### src/rtl/bus_arbiter_if.sv
// Request/grant bundle between two bus masters and the arbiter.
// The master modport is the requester side; the slave modport is the arbiter side.
interface bus_arbiter_if;
  logic req_m1;
  logic req_m2;
  logic gnt_m1;
  logic gnt_m2;
  logic master_select;
  logic bus_busy;
  logic timeout_pulse;

  modport master (
    output req_m1, req_m2,
    input  gnt_m1, gnt_m2, master_select, bus_busy, timeout_pulse
  );

  modport slave (
    input  req_m1, req_m2,
    output gnt_m1, gnt_m2, master_select, bus_busy, timeout_pulse
  );
endinterface

### src/rtl/bus_arbiter.sv
// Two-master bus arbiter: round-robin on ties, one-cycle turnaround between grants,
// and timed preemption of a long-running grant when the other master is waiting.
module bus_arbiter #(
  parameter int unsigned TIMEOUT_CYCLES = 16
) (
  input logic          clk,
  input logic          rst,
  bus_arbiter_if.slave bus
);
  localparam int unsigned CW = (TIMEOUT_CYCLES > 2) ? $clog2(TIMEOUT_CYCLES) : 1;
  localparam logic [CW-1:0] CNT_MAX = CW'(TIMEOUT_CYCLES - 1);

  typedef enum logic [1:0] {
    IDLE,
    GRANT_M1,
    GRANT_M2,
    HANDOVER
  } state_t;

  state_t        state;
  logic [CW-1:0] grant_cnt;
  logic          last_m2;
  logic          pick_m1;
  logic          pick_m2;

  // Arbitration decision used from IDLE and HANDOVER; on a tie the master
  // that was not served last wins.
  always_comb begin
    pick_m1 = bus.req_m1 && (!bus.req_m2 || last_m2);
    pick_m2 = bus.req_m2 && !pick_m1;
  end

  always_ff @(posedge clk) begin
    if (rst) begin
      state             <= IDLE;
      grant_cnt         <= '0;
      last_m2           <= 1'b1;
      bus.gnt_m1        <= 1'b0;
      bus.gnt_m2        <= 1'b0;
      bus.master_select <= 1'b0;
      bus.bus_busy      <= 1'b0;
      bus.timeout_pulse <= 1'b0;
    end else begin
      bus.timeout_pulse <= 1'b0;
      case (state)
        IDLE, HANDOVER: begin
          grant_cnt <= '0;
          if (pick_m1) begin
            state             <= GRANT_M1;
            last_m2           <= 1'b0;
            bus.gnt_m1        <= 1'b1;
            bus.gnt_m2        <= 1'b0;
            bus.master_select <= 1'b0;
            bus.bus_busy      <= 1'b1;
          end else if (pick_m2) begin
            state             <= GRANT_M2;
            last_m2           <= 1'b1;
            bus.gnt_m1        <= 1'b0;
            bus.gnt_m2        <= 1'b1;
            bus.master_select <= 1'b1;
            bus.bus_busy      <= 1'b1;
          end else begin
            state        <= IDLE;
            bus.gnt_m1   <= 1'b0;
            bus.gnt_m2   <= 1'b0;
            bus.bus_busy <= 1'b0;
          end
        end

        GRANT_M1: begin
          if (!bus.req_m1 || (grant_cnt == CNT_MAX && bus.req_m2)) begin
            state             <= HANDOVER;
            bus.gnt_m1        <= 1'b0;
            bus.bus_busy      <= 1'b0;
            bus.timeout_pulse <= bus.req_m1;
          end else if (grant_cnt != CNT_MAX) begin
            grant_cnt <= grant_cnt + CW'(1);
          end
        end

        GRANT_M2: begin
          // Still requesting at this point means the exit is a forced revoke.
          if (!bus.req_m2 || (grant_cnt == CNT_MAX && bus.req_m1)) begin
            state             <= HANDOVER;
            bus.gnt_m2        <= 1'b0;
            bus.bus_busy      <= 1'b0;
            bus.timeout_pulse <= bus.req_m2;
          end else if (grant_cnt != CNT_MAX) begin
            grant_cnt <= grant_cnt + CW'(1);
          end
        end

        default: begin
          state        <= IDLE;
          bus.gnt_m1   <= 1'b0;
          bus.gnt_m2   <= 1'b0;
          bus.bus_busy <= 1'b0;
        end
      endcase
    end
  end
endmodule

### src/flat_wrapper.sv
// flat-port wrapper written by rule: the top's interface ports become plain ports
module bus_arbiter_flat 
#(
  parameter int unsigned TIMEOUT_CYCLES = 16
)
  (clk, rst, bus_req_m1, bus_req_m2, bus_gnt_m1, bus_gnt_m2, bus_master_select, bus_bus_busy, bus_timeout_pulse);
  bus_arbiter_if bus_i ();
  input logic clk;
  input logic rst;
  input wire logic [$bits(bus_i.req_m1)-1:0] bus_req_m1;
  input wire logic [$bits(bus_i.req_m2)-1:0] bus_req_m2;
  output wire logic [$bits(bus_i.gnt_m1)-1:0] bus_gnt_m1;
  output wire logic [$bits(bus_i.gnt_m2)-1:0] bus_gnt_m2;
  output wire logic [$bits(bus_i.master_select)-1:0] bus_master_select;
  output wire logic [$bits(bus_i.bus_busy)-1:0] bus_bus_busy;
  output wire logic [$bits(bus_i.timeout_pulse)-1:0] bus_timeout_pulse;
  assign bus_i.req_m1 = bus_req_m1;
  assign bus_i.req_m2 = bus_req_m2;
  assign bus_gnt_m1 = bus_i.gnt_m1;
  assign bus_gnt_m2 = bus_i.gnt_m2;
  assign bus_master_select = bus_i.master_select;
  assign bus_bus_busy = bus_i.bus_busy;
  assign bus_timeout_pulse = bus_i.timeout_pulse;
  bus_arbiter #(.TIMEOUT_CYCLES(TIMEOUT_CYCLES)) u_core (.clk(clk), .rst(rst), .bus(bus_i));
endmodule
### config.mk
export PLATFORM = sky130hd
export DESIGN_NAME = bus_arbiter_flat
export DESIGN_NICKNAME = d
export VERILOG_FILES = /design/src/rtl/bus_arbiter_if.sv /design/src/rtl/bus_arbiter.sv /design/src/flat_wrapper.sv
export SDC_FILE = /design/constraint.sdc
export NUM_CORES = 1
export LEC_CHECK = 0
export BUFFER_PORTS_ARGS = -buffer_cell sky130_fd_sc_hd__clkbuf_2
export CAP_MARGIN = 5
export CORE_MARGIN = 4
export CORE_UTILIZATION = 39
export CTS_BUF_LIST = sky130_fd_sc_hd__clkbuf_4 sky130_fd_sc_hd__clkbuf_8
export DETAILED_ROUTE_END_ITERATION = 8
export PLACE_DENSITY_LB_ADDON = 0.1
export SYNTH_ARGS = -nofsm -noshare
export SYNTH_HDL_FRONTEND = slang
export SYNTH_SLANG_ARGS = --single-unit
### constraint.sdc
create_clock -name clk -period 1.64 [get_ports clk]
set_input_delay 0.328 -clock clk [delete_from_list [all_inputs] [get_ports clk]]
set_output_delay 0.328 -clock clk [all_outputs]
set_load 0.05 [all_outputs]
# Word-level counts from Yosys, hierarchy flattened
# Cells that the tools add are included.
# op_classes
addsub	1
n_reduce_logical	20
n_eq_ne	9
n_mux	23
# ops
op	n
4-bit two-way mux	3
4-bit case mux with 3 select lines	1
1-bit two-way mux	10
2-bit AND reduction	5
2-bit two-way mux	4
1-bit case mux with 2 select lines	3
2-bit case mux with 3 select lines	1
2-bit nonzero test	3
4-bit by 1-bit adder with 4-bit output, second input constant	1
2-bit == test, second input constant	2
4-bit == test, second input constant	1
1-bit logical AND	4
2-bit by 1-bit inequality test with 1-bit output, second input constant	2
2-bit inequality test, second input constant	2
4-bit inequality test, second input constant	1
1-bit zero test	3
1-bit logical OR	3
1-bit case mux with 3 select lines	1
2-bit by 1-bit == test with 1-bit output, second input constant	1
2-bit zero test	1
2-bit OR reduction	1
# word_totals
elab_cells	61
inputBits	4
register_bits	12
out_inout_bits	5

# Longest topological paths before layout
# logic_depth
word_depth	8
ltp_mapped	6
ltp_nobuf	6

# Worst setup path after synthesis
# OpenSTA, ideal clock, no wires.
# synth_path
path_kind	reg2reg
from	reg u_core.grant_cnt[0]
to	reg u_core.grant_cnt[3]
period_less_slack_ps	1498
path_buffers	0
required_time_ps	1506
arrival_time_ps	1364
stages_incl_launch_ff	6
path_slack_ps	142
setup_ps	134
path_cell_list	dfxtp_1 ha_1 and4_4 o21a_1 o41ai_1 a21oi_1
# synth_between
elab_chain_len	5
word_cells_on_any_way	14
cone_classes	add/sub: 1; eq/ne: 4; mux: 4; reduce/logical: 5
# synth_rtl
element	line_no	text
start, declared	bus_arbiter.sv:21	logic [CW-1:0] grant_cnt;
start signal, assigned	bus_arbiter.sv:77	grant_cnt <= grant_cnt + CW'(1);
start signal, assigned	bus_arbiter.sv:89	grant_cnt <= grant_cnt + CW'(1);
parallel branches: the longest is 5 deep, another holds 4-bit by 1-bit adder with 4-bit output	--	
# Parallel ways; which one is timed is not known. The select of a mux whose other input is x is not followed.
# A chain may end at the register's enable or synchronous reset.

# Worst setup path in the final report
# layout_path
from	reg u_core.grant_cnt[0]
to	reg u_core.grant_cnt[1]
# Same word-level chain as after synthesis.

==> summary.txt <==
Timing
  • Final Hold Vio Count: 0
  • Slew margin rel.: around four fifths
  • Worst slew pin tran: 0.302 ns
  • Tcrit/Tclk final: around 94%
  • Max Fclk: 0.651 GHz
  • Fin Setup TNS: 0 ns
  • Final Skew: 0.000915 ns
  • Crit path time final: 1.54 ns
  • RSZ-0062 raised after global routing: false
  • Final Max Tran Viols: 0
  • Final setup fails: 0

Clock tree
  • Post-CTS sizing: 0
  • Clk sinks: 12
  • CTS buffer count: 3
  • Post-CTS Repair Setup Buffers: 0
  • Clock transition at path regs: 0.08 ns
  • Buffer depth of the longest clock path: 2
  • Root Driver: clkbuf_4
  • CTS tree: yes
  • Hold buffer count at cts: 0
  • Clock latency on the worst-skew pair: about 0.28 ns
  • H-Tree Depth: 1

Yosys
  • Synth top area share: roughly 35%
  • Post-synthesis sequential area ratio: 35.4%
  • Mapped Cells: 79
  • Post-synthesis mux area share: 1.47%
  • Yosys reg bits: 12
  • Synth area leader: dfxtp_1
  • XOR/XNOR share of the synthesized area: 0%
  • Syn Area/Cell: roughly 8.6 um^2
  • Compound-Gate Fraction of Synth Area: 27.3%
  • Synth area leaders: dfxtp_1 35%, ha_1 5.5%, nand2_1 5.0%
  • Synth Area in Adders: 5.52%
  • Largest family of logic cells by synthesized area: compound AO/OA/AOI/OAI gates
  • Synth Warn #: 0
  • Yosys cell types: 30
  • Syn Std Cell Area: 679 um^2
  • Mapped Nets: 86
  • Simple-Gate Fraction of Synth Area: between 20% and 30%

Placed design
  • Port bufs: 8
  • Post-DP HPWL: 1.02 mm
  • RD Place Congestion: ~0.8

Detailed routing
  • Via density: roughly 5.7
  • Wirelength, routed: 1.41 mm
  • DR WL/cell: 13.4 um
  • Post-DRT Antenna Nets: 0
  • Initial DRC Count: 18
  • Vias: 603
  • Pre-antenna DRT Iters: 2
  • Drt drc: 0

Critical path
  • Worst-path maximum fanout: 6
  • Critical Path RT: around 1.9 ns
  • Reg2Reg Depth: 5
  • R2R Setup Slk: 0.10 ns
  • Worst reg2reg startpoint: u_core.grant_cnt[0]$_SDFFE_PP0P_
  • Setup crit start kind: flop
  • CP arrival: about 1.8 ns
  • Crit path kind: reg -> reg
  • Reg2Reg Capture Point: u_core.grant_cnt[1]$_SDFFE_PP0P_
  • CP Capture Type: flop

Power and ir drop
  • Pwr/cell area: 1850 nW/um^2
  • Pwr Total: 1.45 mW
  • Max VDD drop: 0.777 mV
  • Static Leak: 0.337 nW

Global routing
  • Overflow after GRT: 0
  • Initial antenna violation count: 0
  • First-pass GRT wire length: 2.29 mm
  • Pin count of the biggest net entering global routing: 11
  • Vias in the first global route: 513
  • GRT Overall Usage: 12.4%

Status
  • Status: finished clean

Die
  • Starting Density: 43.1%
  • I/O pin cnt: 9
  • Core ar.: around 1600 um^2
  • Std-Cell Rows: 14
  • Die H: 49.7 um
  • DIE AREA: 2470 um^2
  • DIE WIDTH: 49.7 um

Min path
  • Hold Path Sink: u_core.state[0]$_SDFFE_PP0P_
  • Worst hold path cell count: 2
  • HP Start: rst
  • Hold WC Path Type: in -> reg

Flow run
  • Max_cap viols: 0

Final layout
  • P&R area growth vs syn: 15.3%
  • Layout Nets: a little under 100
  • Ant. Diodes: 0
  • Share of cells above drive strength 1: 25.8%
[layout by cell type, fill, tap and decap left out]
cell type  Yosys  layout
nand2_1        9       9
a311oi_2       1       1
nand2b_4       1       1
a221oi_2       1       1
ha_1           3       2
inv_1          7       7
clkbuf_4       0       3
o22ai_1        1       1
clkbuf_8       0       1
nor2_1         7       7
o41ai_2        0       1
a2bb2oi_1      1       1
nand4_1        2       2
and4_4         1       1
a21oi_1        5       5
and4_2         1       1
o21ai_0        2       2
o32a_4         1       1
ha_2           0       1
a211oi_1       2       2
dfxtp_1       12      12
buf_4          0       1
o21a_1         2       2
nor3_4         0       1
nand3_1        5       5
o211ai_1       3       3
mux2i_1        1       1
a31oi_1        1       1
or2b_1         1       1
clkbuf_2       0       8
a21boi_2       0       1
nor3_1         2       2
a21boi_0       2       1
[stage by stage]
step / instances / util, % / setup WS, ns / cell area (um^2) / hold slack (ns)
2_1_floorplan: 79 / - / 0.142 / 679 / 0.464
3_5_place_dp: 101 / 46.1 / 0.0782 / 727 / 0.446
5_1_grt: 105 / 49.7 / 0.0200 / 783 / 0.366
3_3_place_gp: 101 / 46.1 / 0.0918 / 727 / 0.445
6_report: 105 / 49.7 / 0.105 / 783 / 0.370
4_1_cts: 105 / 48.4 / 0.0496 / 763 / 0.364
[layer usage]
layer / track usage [%] / vias to the layer above / wire length (um)
met4: 4.15 / 0 / 14
met2: 20.3 / 9 / 683
met3: 5.42 / 4 / 68
met1: 14.3 / 276 / 645
li1: - / 314 / -
met5: 0 / - / 0
[logic make-up (layout without fill, tap and decap cells)]
family / count (synthesis) / in the layout
flip-flops: 12 / 12
multiplexers: 1 / 1
adder cells (fa/ha/maj): 3 / 3
AND/OR/NAND/NOR: 30 / 30
AO/OA/AOI/OAI: 23 / 23
buffers and inverters: 10 / 20
[worst max path at each step]
| stage | cells past startpoint | start | end |
|---|---|---|---|
| after floorplan | 5 | u_core.grant_cnt[0]$_SDFFE_PP0P_ | u_core.grant_cnt[3]$_SDFFE_PP0P_ |
| after global placement | 5 | u_core.grant_cnt[0]$_SDFFE_PP0P_ | u_core.grant_cnt[3]$_SDFFE_PP0P_ |
| after detailed placement | 5 | u_core.grant_cnt[0]$_SDFFE_PP0P_ | u_core.grant_cnt[3]$_SDFFE_PP0P_ |
| after CTS | 5 | u_core.grant_cnt[0]$_SDFFE_PP0P_ | u_core.grant_cnt[3]$_SDFFE_PP0P_ |
| after global routing | 5 | u_core.grant_cnt[0]$_SDFFE_PP0P_ | u_core.grant_cnt[3]$_SDFFE_PP0P_ |
| final | 5 | u_core.grant_cnt[0]$_SDFFE_PP0P_ | u_core.grant_cnt[1]$_SDFFE_PP0P_ |
[sequential cells by signal, summed over array words and instances, names as in the netlist]
register,flops
u_core.bus.bus_busy,1
u_core.bus.gnt_m1,1
u_core.bus.gnt_m2,1
u_core.bus.master_select,1
u_core.bus.timeout_pulse,1
u_core.grant_cnt,4
u_core.last_m2,1
u_core.state,2
[synthesized netlist by cell type]
cell and count:
o21ai_0 2, o32a_4 1, o21a_1 2, dfxtp_1 12, nand2b_4 1, inv_1 7, o211ai_1 3, a2bb2oi_1 1
nor3_1 2, buf_6 1, nor3_2 1, o22ai_1 1, nand4_1 2, buf_2 1, ha_1 3, a21boi_0 2
a311oi_2 1, nand3_1 5, and4_2 1, a21oi_1 5, a211oi_1 2, nor2_1 7, or2b_1 1, mux2i_1 1
and4_4 1, o41ai_1 1, clkbuf_1 1, a31oi_1 1, a221oi_2 1, nand2_1 9
[worst max-delay path: stages (launching register included)]
cell     delay, ns
dfxtp_1       0.36
ha_2          0.23
and4_4        0.21
o21a_1        0.21
nor3_4        0.26
mux2i_1       0.20
[layout make-up]
cell class	count	area (um^2)
inverter	7	26.3
sequential	12	240
fill	155	793
tap	16	20.0
multi-input combinational	57	413
clock buffer	4	36.3
timing repair buffer	9	47.5
[power breakdown]
part           total (mW)  internal, mW  switching [mW]  leakage, nW
logic               0.765         0.289           0.476        0.217
registers           0.443         0.376          0.0671       0.0984
clock network       0.240         0.135           0.105       0.0210
No activity file was read; power rests on OpenSTA's default activity.
